$ cat src/rtl/hs_east_tx_packer_if.sv
// Sample stream into the east high-speed bus packer: complex I/Q samples with valid/ready.
interface hs_east_tx_packer_if #(
  parameter int DATA_BITS = 18
);
  logic [DATA_BITS-1:0] i_data_re;
  logic [DATA_BITS-1:0] i_data_im;
  logic                 i_valid;
  logic                 o_ready;

  modport master (output i_data_re, output i_data_im, output i_valid, input o_ready);
  modport slave  (input i_data_re, input i_data_im, input i_valid, output o_ready);
endinterface

$ cat src/rtl/hs_east_tx_packer.sv
// Buffers I/Q samples in a small FIFO and drives the registered {valid, im, re, parity} word
// onto the east high-speed bus, with one-shot parity corruption and a transmitted-word counter.
module hs_east_tx_packer #(
  parameter int DATA_BITS  = 18,
  parameter int FIFO_DEPTH = 8,
  parameter int CNT_BITS   = 32
) (
  input  logic                            i_sysclk,
  input  logic                            i_rst_n,
  hs_east_tx_packer_if.slave              s_if,
  input  logic                            i_tx_en,
  input  logic                            i_inject_perr,
  input  logic                            i_clear_cnt,
  output logic [2*DATA_BITS+1:0]          o_hs_bus,
  output logic [$clog2(FIFO_DEPTH):0]     o_fifo_level,
  output logic                            o_perr_pending,
  output logic [CNT_BITS-1:0]             o_word_cnt
);
  localparam int PTR_W = $clog2(FIFO_DEPTH);
  localparam int LVL_W = PTR_W + 1;
  localparam int BUS_W = 2*DATA_BITS + 2;

  logic [2*DATA_BITS-1:0] mem_q [FIFO_DEPTH];
  logic [PTR_W-1:0]       wr_ptr_q, wr_ptr_d;
  logic [PTR_W-1:0]       rd_ptr_q, rd_ptr_d;
  logic [LVL_W-1:0]       level_q, level_d;
  logic [BUS_W-1:0]       bus_q, bus_d;
  logic                   pend_q, pend_d;
  logic [CNT_BITS-1:0]    cnt_q, cnt_d;

  logic                   push, pop, corrupt;
  logic [2*DATA_BITS-1:0] head;

  function automatic logic even_par(input logic [DATA_BITS-1:0] re,
                                    input logic [DATA_BITS-1:0] im);
    return (^re) ^ (^im);
  endfunction

  // Ready comes from the registered level only, held low while reset is asserted.
  assign s_if.o_ready = i_rst_n && (level_q < LVL_W'(FIFO_DEPTH));

  assign push = s_if.i_valid & s_if.o_ready;
  assign pop  = i_tx_en && (level_q != '0);
  assign head = mem_q[rd_ptr_q];
  // A request arriving on the same edge as a pop is consumed immediately.
  assign corrupt = pop & (pend_q | i_inject_perr);

  always_comb begin
    wr_ptr_d = wr_ptr_q;
    rd_ptr_d = rd_ptr_q;
    level_d  = level_q;
    bus_d    = '0;
    pend_d   = pend_q | i_inject_perr;
    cnt_d    = cnt_q;

    if (push) wr_ptr_d = wr_ptr_q + 1'b1;

    if (pop) begin
      rd_ptr_d = rd_ptr_q + 1'b1;
      bus_d    = {1'b1, head,
                  even_par(head[DATA_BITS-1:0], head[2*DATA_BITS-1:DATA_BITS]) ^ corrupt};
      cnt_d    = cnt_q + 1'b1;
    end

    if (corrupt) pend_d = 1'b0;

    case ({push, pop})
      2'b10:   level_d = level_q + 1'b1;
      2'b01:   level_d = level_q - 1'b1;
      default: level_d = level_q;
    endcase

    if (i_clear_cnt) cnt_d = '0;
  end

  always_ff @(posedge i_sysclk or negedge i_rst_n) begin
    if (!i_rst_n) begin
      wr_ptr_q <= '0;
      rd_ptr_q <= '0;
      level_q  <= '0;
      bus_q    <= '0;
      pend_q   <= 1'b0;
      cnt_q    <= '0;
    end else begin
      wr_ptr_q <= wr_ptr_d;
      rd_ptr_q <= rd_ptr_d;
      level_q  <= level_d;
      bus_q    <= bus_d;
      pend_q   <= pend_d;
      cnt_q    <= cnt_d;
    end
  end

  // Sample storage carries no reset; stale entries are unreachable once pointers clear.
  always_ff @(posedge i_sysclk) begin
    if (push) mem_q[wr_ptr_q] <= {s_if.i_data_im, s_if.i_data_re};
  end

  assign o_hs_bus       = bus_q;
  assign o_fifo_level   = level_q;
  assign o_perr_pending = pend_q;
  assign o_word_cnt     = cnt_q;
endmodule
$ cat src/flat_wrapper.sv
// flat-port wrapper written by rule: the top's interface ports become plain ports
module hs_east_tx_packer_flat 
#(
  parameter int DATA_BITS  = 18,
  parameter int FIFO_DEPTH = 8,
  parameter int CNT_BITS   = 32
)
  (i_sysclk, i_rst_n, i_tx_en, i_inject_perr, i_clear_cnt, o_hs_bus, o_fifo_level, o_perr_pending, o_word_cnt, s_if_i_data_re, s_if_i_data_im, s_if_i_valid, s_if_o_ready);
  hs_east_tx_packer_if #(.DATA_BITS(DATA_BITS)) s_if_i ();
  input  logic i_sysclk;
  input  logic i_rst_n;
  input  logic i_tx_en;
  input  logic i_inject_perr;
  input  logic i_clear_cnt;
  output logic [2*DATA_BITS+1:0] o_hs_bus;
  output logic [$clog2(FIFO_DEPTH):0] o_fifo_level;
  output logic o_perr_pending;
  output logic [CNT_BITS-1:0] o_word_cnt;
  input wire logic [$bits(s_if_i.i_data_re)-1:0] s_if_i_data_re;
  input wire logic [$bits(s_if_i.i_data_im)-1:0] s_if_i_data_im;
  input wire logic [$bits(s_if_i.i_valid)-1:0] s_if_i_valid;
  output wire logic [$bits(s_if_i.o_ready)-1:0] s_if_o_ready;
  assign s_if_i.i_data_re = s_if_i_data_re;
  assign s_if_i.i_data_im = s_if_i_data_im;
  assign s_if_i.i_valid = s_if_i_valid;
  assign s_if_o_ready = s_if_i.o_ready;
  hs_east_tx_packer #(.DATA_BITS(DATA_BITS), .FIFO_DEPTH(FIFO_DEPTH), .CNT_BITS(CNT_BITS)) u_core (.i_sysclk(i_sysclk), .i_rst_n(i_rst_n), .s_if(s_if_i), .i_tx_en(i_tx_en), .i_inject_perr(i_inject_perr), .i_clear_cnt(i_clear_cnt), .o_hs_bus(o_hs_bus), .o_fifo_level(o_fifo_level), .o_perr_pending(o_perr_pending), .o_word_cnt(o_word_cnt));
endmodule
$ cat config.mk
export PLATFORM = sky130hd
export DESIGN_NAME = hs_east_tx_packer_flat
export DESIGN_NICKNAME = d
export VERILOG_FILES = /design/src/rtl/hs_east_tx_packer_if.sv /design/src/rtl/hs_east_tx_packer.sv /design/src/flat_wrapper.sv
export SDC_FILE = /design/constraint.sdc
export NUM_CORES = 1
export LEC_CHECK = 0
export ABC_AREA = 1
export CAP_MARGIN = 15
export CORE_AREA = 2 2 188 208
export CTS_BUF_LIST = sky130_fd_sc_hd__clkbuf_2
export DETAILED_ROUTE_END_ITERATION = 7
export DIE_AREA = 0 0 190 210
export GPL_ROUTABILITY_DRIVEN = 1
export HOLD_SLACK_MARGIN = 0.1
export PLACE_DENSITY = 0.63
export SLEW_MARGIN = 30
export SYNTH_ARGS = -nofsm -noshare
export SYNTH_HDL_FRONTEND = slang
export SYNTH_SLANG_ARGS = --single-unit
$ cat constraint.sdc
create_clock -name i_sysclk -period 2.95 [get_ports i_sysclk]
set_input_delay 0.885 -clock i_sysclk [delete_from_list [all_inputs] [get_ports i_sysclk]]
set_output_delay 0.885 -clock i_sysclk [all_outputs]
set_load 0.03 [all_outputs]
* Word-level counts from Yosys, hierarchy flattened
Memories as Yosys holds them, arrays and structs flattened.
Cells that the tools add are included.
** Word-level totals
- RAM bits :: 288
- Memories :: 1
- Logic and storage cells :: 34
- Flip-flop bits (word level) :: 81
** Cells by class
- Mux-type cells :: 7
- Reductions and logical operators :: 7
- Bitwise gates (word level) :: 5
- Order comparisons :: 1
- Eq/ne operators :: 2
- Add/subtract/negate cells :: 5
** Memory list
- u_core.mem_q :: words 8, bits a word 36, read ports 1, clocked after memory_dff 0, wr ports 1, RTL line hs_east_tx_packer.sv:23 : logic [2*DATA_BITS-1:0] mem_q [FIFO_DEPTH];
** Operators with widths (count)
- 32-bit 2-to-1 mux :: 2
- 38-bit 2-to-1 mux :: 1
- 18-bit XOR reduction :: 2
- 32-bit by 1-bit adder with 32-bit output, second input constant :: 1
- 4-bit one-hot mux with 2 select lines :: 1
- 3-bit by 1-bit adder with 3-bit output, second input constant :: 2
- 4-bit by 1-bit adder with 4-bit output, second input constant :: 1
- 4-bit < comparator, second input constant :: 1
- 2-bit nonzero test :: 2
- 4-bit nonzero test :: 1
- 4-bit by 1-bit subtractor with 4-bit output, second input constant :: 1
- 1-bit 2-to-1 mux :: 3
- 1-bit AND :: 2
- 2-bit by 1-bit == test with 1-bit output, second input constant :: 1
- 2-bit == test, second input constant :: 1
- 1-bit logical AND :: 2
- 1-bit bitwise XOR :: 2
- 1-bit OR :: 1

* Logic depth before layout (Yosys ltp)
Gate-level depths: netlist (run 1).
- Word-level depth :: 5
- Depth in mapped cells :: 24
- Depth with buffers taken out :: 22

* Worst setup path after synthesis (run 1)
Ideal clock, no wire load.
- Kind :: input to register
- Start point :: input i_rst_n
- End point :: memory u_core.mem_q[0][0] in the netlist's numbering (enable)
- Data arrival time :: 3.419 ns
- Setup time :: 0.429 ns
- Cell stages on the path :: 5
- Setup slack :: -0.898 ns
- Data required time :: 2.521 ns
- Path buffers :: 0
- Path through :: inv_1 > nor2_1 > nand2_1 > or2_2 > nor2_1
** On the way
- Longest elaborated chain between the ends :: 4
** RTL lines
- start, declared :: RTL line flat_wrapper.sv:11 : input logic i_rst_n;
- 1-bit logical AND :: RTL line hs_east_tx_packer.sv:40 : assign s_if.o_ready = i_rst_n && (level_q < LVL_W'(FIFO_DEPTH));
- named net s_if_o_ready :: RTL line flat_wrapper.sv:22 : output wire logic [$bits(s_if_i.o_ready)-1:0] s_if_o_ready;
- 1-bit AND :: RTL line hs_east_tx_packer.sv:42 : assign push = s_if.i_valid & s_if.o_ready;
- 1-bit 2-to-1 mux :: RTL line hs_east_tx_packer.sv:96 : if (push) mem_q[wr_ptr_q] <= {s_if.i_data_im, s_if.i_data_re};
- 1-bit 2-to-1 mux (not written as such) :: RTL line hs_east_tx_packer.sv:96
- end, declared :: RTL line hs_east_tx_packer.sv:23
The timed path passes the listed nets, and every way through them passes these cells.

* Worst setup path after layout (run 1)
- Start point :: register u_core.bus_q[34] (netlist: u_core.o_hs_bus[34])
- End point :: output o_hs_bus[34]
** RTL lines
- start, declared :: RTL line hs_east_tx_packer.sv:27 : logic [BUS_W-1:0] bus_q, bus_d;
- start signal, assigned :: RTL line hs_east_tx_packer.sv:88 : bus_q <= bus_d;
- end, declared :: RTL line flat_wrapper.sv:15 : output logic [2*DATA_BITS+1:0] o_hs_bus;
No word-level cell between the ends.

==> impl_metrics.toml, run 1 <==
[timing]
period_needed_ns = 2.83
finalMaxSlewViolations = 0
max_slew.worst_pin.slew_ns = 0.809
timing.setup.tns_ns = 0
relSlewSlack = 0.460
min_period_over_period = 0.958
setup_viol = 0
skew_ns = 0.0975
rsz0062_at_grt = "no"
hold_viol_final = 0
fmax_mhz = 354

[clock_tree]
cts_buffer_depth = 3
clock_sinks = 369
root_buffer = "clkbuf_2"
cts_setup_buffers = 0
clock_latency_ns = 1.01
cts_buffers = 91
cts_tree = "built"
htree_levels = 3
path_clk_slew_ns = 0.11

[synth]
ys_seq_area_frac = 0.636
yosysTopAreaCell = "edfxtp_1"
syn_nets = 1849
synth_top_cell_area_share = 0.515
ys.warnings.count = 0
syn_area_um2 = 16800
synthTopCellsByCount = "nand2_1 (673), edfxtp_1 (288), inv_1 (270)"
syn_avg_cell_area_um2 = 9.33
yosys.cell_count.top_type = "nand2_1"
async_flop_share = 0.220
syn_inst = 1800
ys_seq_elements = 369
synth_ff_type = "edfxtp_1"
synth-edff-count = 288
yosys.cell_types.count = 39
synth.area.top_cells = "edfxtp_1 (52%), nand2_1 (15%), dfrtp_1 (12%), inv_1 (6.0%), nand3_1 (5.3%)"

[power_and_ir_drop]
pwr_density_cell_nw_per_um2 = 934
p_leak_nw = 9.29
p_total_mw = 18.4
ir_drop_mv = 0.577

[die]
fp.dieArea_um2 = 39900
floorplan.initialDensity = 0.444
die_w_um = 190
io_pins = 118
die_h_um = 210
core_area_um2 = 37800
core.rowCount = 75

[critical_path]
crit_path_max_fanout = 1
cp_slowest_cell = "clkdlybuf4s50_1"
cp_top_family = "buffers and inverters"
timing_worst_setup_path_type = "reg2out"
r2r_cells = 17
crit_buf_inv = 1
critPathMaxStageDelay_ns = 0.66
cp_data_arrival_time_ns = 1.94
worstReg2RegStart = "u_core.rd_ptr_q[0]$_DFFE_PN0N_"
required_ns = 2.07
crit_chain = "clkdlybuf4s50_1"
endpoint_kind = "output port"
r2r-end = "u_core.o_hs_bus[0]$_DFF_PN0_"
r2r_slack_ns = 0.31
setup.worst_path.start_class = "flop"

[routing]
post_drt_via_cell_ratio = 4.84
postRouteAntennaNets = 0
wl_mm = 39.3
dr.pass1.iters = 5
drc_errors = 0
via_count = 12400
drtIter0Drc = 740
wire_per_inst_um = 15.3

[cells_and_area]
syn2layout_area_growth_pct = 17.3
nNetsFinal = 2039
layout-drive-gt1-share = 0.104
fin_util = 0.521
fin_area_um2 = 19700
finalNonFillerCells = 2570

[hold_path]
hold_path.class = "in2async"

[placement]
io_buffers = 117
post-dp-hpwl_mm = 24.5
place_area_um2 = 18800
dpl.cell_count = 2396
gp_congestion = 0.854

[global_route]
grt_pass1_vias = 12200
grt_max_degree = 83
groute.usage.overall = 0.202
antenna_found_initial = 2
grt_pass1_wl_mm = 62.7
overflow = 0

[outcome]
outcome = "completed"

[job]
drv_cap = 0
metrics by stage:
step,hold WS [ns],worst slack [ns]
detailed placement,0.508,-0.0220
global placement,0.502,0.0283
finish,0.449,0.124
global route,0.407,0.000232
CTS,0.336,0.00434
floorplan,0.493,-0.321
cell families after synthesis:
| kind of cell | synth area share |
|---|---|
| buffers and inverters | 0.0863 |
| xor gates and xnor gates | 0.00522 |
| AOI/OAI and AO/OA | 0.0294 |
| DFF | 0.636 |
| and+or+nand+nor | 0.237 |
| adders and majority gates | 0.00566 |
sequential cells by signal (all words and copies together), names as in the netlist:
signal                 count
u_core.o_perr_pending      1
u_core.o_word_cnt         32
u_core.o_hs_bus           38
u_core.rd_ptr_q            3
u_core.o_fifo_level        4
u_core.wr_ptr_q            3
u_core.mem_q             288
how the worst max path moves through the flow:
stage | start | endpoint | slack (ns) | cells past startpoint
after global routing | u_core.o_word_cnt[19]$_DFFE_PN0P_ | o_word_cnt[19] | 0.0002 | 1
after floorplan | i_rst_n | u_core.mem_q[0][0]$_DFFE_PP_ | -0.32 | 5
after global placement | i_tx_en | u_core.o_word_cnt[17]$_DFFE_PN0P_ | 0.03 | 12
after CTS | u_core.o_hs_bus[34]$_DFF_PN0_ | o_hs_bus[34] | 0.004 | 1
after detailed placement | i_tx_en | u_core.o_word_cnt[17]$_DFFE_PN0P_ | -0.02 | 12
final | u_core.o_hs_bus[34]$_DFF_PN0_ | o_hs_bus[34] | 0.12 | 1
report_power, final:
part | switching, mW | internal (mW)
Combinational | 5.84 | 2.64
Clock | 2.05 | 1.54
Sequential | 0.219 | 6.11
placed cells by master, fill, tap and decap left out, types with 6 or more instances in the layout:
cell	n
clkinv_1	32
clkbuf_2	127
clkdlybuf4s50_1	47
dlygate4sd2_1	68
ha_1	6
buf_4	30
nor2_4	8
edfxtp_1	288
o21ai_0	31
o21ai_1	14
nand3_1	179
xor2_1	7
buf_12	18
o21ai_2	7
inv_1	270
nor3_1	13
dfrtp_1	78
nand2_1	673
nor2_1	100
a21oi_1	21
layer usage:
| metal | global-route usage | part of all wire | wire length, µm |
|---|---|---|---|
| met5 | 0 | 0 | 0 |
| met1 | 0.253 | 0.43 | 16900 |
| met3 | 0.0373 | 0.057 | 2230 |
| met4 | 0.0837 | 0.023 | 901 |
| met2 | 0.346 | 0.49 | 19300 |
final cells by class:
type	count	area, µm²
Antenna cell	3	7.51
Clock buffer	127	636
Clock inverter	43	284
Fill cell	3449	18100
Inverter	274	1030
Multi-Input combinational cell	1089	4730
Sequential cell	369	10700
Tap cell	500	626
Timing Repair Buffer	165	1690
repair_timing:
action | in CTS | in global routing
pin swaps | 0 | 0
hold endpoints to repair | 27 | 0
hold buffers | 1 | 0
resized for setup | 68 | 5
gates cloned | 0 | 0
endpoints found under the setup margin | 68 | 1
No activity file was read; power rests on OpenSTA's default activity.
==> run 2, diff against run 1 <==
--- a/config.mk
+++ b/config.mk
@@ -7,13 +7,13 @@
 export LEC_CHECK = 0
 export ABC_AREA = 1
 export CAP_MARGIN = 15
-export CORE_AREA = 2 2 188 208
+export CORE_AREA = 2 2 199 220
 export CTS_BUF_LIST = sky130_fd_sc_hd__clkbuf_2
 export DETAILED_ROUTE_END_ITERATION = 7
-export DIE_AREA = 0 0 190 210
+export DIE_AREA = 0 0 201 222
 export GPL_ROUTABILITY_DRIVEN = 1
 export HOLD_SLACK_MARGIN = 0.1
-export PLACE_DENSITY = 0.63
+export PLACE_DENSITY = 0.58
 export SLEW_MARGIN = 30
 export SYNTH_ARGS = -nofsm -noshare
 export SYNTH_HDL_FRONTEND = slang
==> run 2 against run 1 <==
Effect of this change: fmax is 0.43% higher; global-route usage is 1.5 points lower; clock power grew 3%; first-iteration DRC count grew 1.9%; hold slack better by 0.066 ns; final cell count rose by 3.1%; utilization is 5.0 points lower; critical path depth stayed put; worst setup slack better by 0.012 ns; combinational power is 0.9% higher; total power grew 0.74%; sequential share of layout area decreased by 0.46 points.
==> impl_metrics.toml, run 2 (synthesized netlist as in run 1, its figures left out) <==
[cells_and_area]
largest_reg_flops = 288
fin_util = 0.470
final_common_cell = "nand2_1"
nNetsFinal = 2054
finalNonFillerCells = 2649
regMostFlops = "u_core.mem_q"
layout-drive-gt1-share = 0.115
syn2layout_area_growth_pct = 18.3
mostFrequentLayoutCells = "nand2_1 (673), edfxtp_1 (288), inv_1 (270)"

[power_and_ir_drop]
seqPwrFrac = 0.340
switching_share = 0.437
p_leak_nw = 9.40
clock_power_share = 0.198
p_int_mw = 10.4
p_total_mw = 18.5
ir_drop_mv = 0.372
pwr_density_cell_nw_per_um2 = 933
switchingPower_mw = 8.10
p_comb_frac = 0.462

[die]
fp.dieArea_um2 = 44600
die_h_um = 222
floorplan.initialDensity = 0.398
core.rowCount = 79
die_w_um = 201
core_area_um2 = 42200
io_pins = 118

[hold_path]
hold_path.class = "reg2reg"
min_from = "u_core.o_word_cnt[9]$_DFFE_PN0P_"
worst_hold_path.num_cells = 1
min_to = "u_core.o_word_cnt[9]$_DFFE_PN0P_"

[clock_tree]
path_clk_slew_ns = 0.10
cts_buffers = 93
cts_tree = "built"
htree_levels = 3
cts_buffer_depth = 3
cts_setup_buffers = 0
clock_latency_ns = 1.02
root_buffer = "clkbuf_2"
clock_sinks = 369

[critical_path]
crit_chain = "clkdlybuf4s50_1"
cp_top_family = "buffers and inverters"
timing_worst_setup_path_type = "reg2out"
cp_data_arrival_time_ns = 1.93
crit_buf_inv = 1
r2r_cells = 20
setup.worst_path.start_class = "flop"
required_ns = 2.07
r2r_slack_ns = 0.20
crit_path_max_fanout = 1
worstReg2RegStart = "u_core.rd_ptr_q[0]$_DFFE_PN0N_"
r2r-end = "u_core.o_hs_bus[0]$_DFF_PN0_"
cp_slowest_cell = "clkdlybuf4s50_1"
endpoint_kind = "output port"
critPathMaxStageDelay_ns = 0.66

[timing]
rsz0062_at_grt = "no"
skew_ns = 0.0944
hold_viol_final = 0
fmax_mhz = 355
min_period_over_period = 0.954
period_needed_ns = 2.81
max_slew.worst_pin.slew_ns = 0.647
finalMaxSlewViolations = 0
relSlewSlack = 0.569
setup_viol = 0

[placement]
gp_congestion = 0.876
io_buffers = 117
dpl.cell_count = 2476
post-dp-hpwl_mm = 26.2

[routing]
post_drt_via_cell_ratio = 4.71
wl_mm = 40.9
drtIter0Drc = 754
postRouteAntennaNets = 0
drc_errors = 0
wire_per_inst_um = 15.4
dr.pass1.iters = 4
via_count = 12500

[global_route]
grt_pass1_vias = 12400
groute.usage.overall = 0.187
grt_pass1_wl_mm = 65.5
antenna_found_initial = 3
overflow = 0
grt_max_degree = 60

[job]
drv_cap = 0

[outcome]
outcome = "completed"
[run 2: timing repair]
item,CTS,global route
endpoints found under the setup margin,73,1
gates resized for setup,74,1
hold buffers,1,0
hold endpoints to repair,39,0
cloned,0,0
[run 2: metal layers]
layer | vias up | GRT usage | share of wire
li1 | 6214 | - | -
met1 | 5895 | 0.231 | 0.44
met3 | 59 | 0.0407 | 0.048
met4 | 2 | 0.0712 | 0.021
met5 | - | 0 | 0.00032
met2 | 298 | 0.321 | 0.49
[run 2: power groups by stage]
stage	clock (mW)	combinational (mW)	sequential, mW
final	3.67	8.55	6.30
after global routing	4.07	9.68	6.36
after floorplan	0	5.70	6.85
after detailed placement	0	8.77	6.43
after global placement	0	8.66	6.42
after CTS	3.82	8.65	6.31
[run 2: metrics by stage]
| step | setup WS, ns | TNS (ns) | instance area, µm² | hold WS (ns) |
|---|---|---|---|---|
| 2_1_floorplan | -0.321 | -46.20 | 16800 | 0.493 |
| 3_3_place_gp | 0.0295 | 0 | 19000 | 0.512 |
| 3_5_place_dp | -0.0425 | -0.0530 | 19000 | 0.508 |
| 4_1_cts | 0.00385 | 0 | 19800 | 0.406 |
| 5_1_grt | 0.000167 | 0 | 19900 | 0.464 |
| 6_report | 0.136 | 0 | 19900 | 0.515 |
[run 2: final cells by class]
type                       instances  area [µm²]
inverter                         274        1030
antenna                            3        7.51
multi-input combinational       1089        4720
timing repair buffer             178        1770
clock inverter                    27         219
tap                              567         709
clock buffer                     142         711
fill                            4090       22300
sequential                       369       10700
[run 2: how the worst max path moves through the flow]
stage | from | end | slack, ns | cells after the start
2_1_floorplan | i_rst_n | u_core.mem_q[0][0]$_DFFE_PP_ | -0.32 | 5
3_3_place_gp | i_tx_en | u_core.o_fifo_level[3]$_DFFE_PN0P_ | 0.03 | 12
3_5_place_dp | i_tx_en | u_core.o_word_cnt[17]$_DFFE_PN0P_ | -0.04 | 12
4_1_cts | u_core.o_hs_bus[10]$_DFF_PN0_ | o_hs_bus[10] | 0.004 | 1
5_1_grt | u_core.o_word_cnt[1]$_DFFE_PN0P_ | o_word_cnt[1] | 0.0002 | 1
6_report | u_core.o_hs_bus[12]$_DFF_PN0_ | o_hs_bus[12] | 0.14 | 1
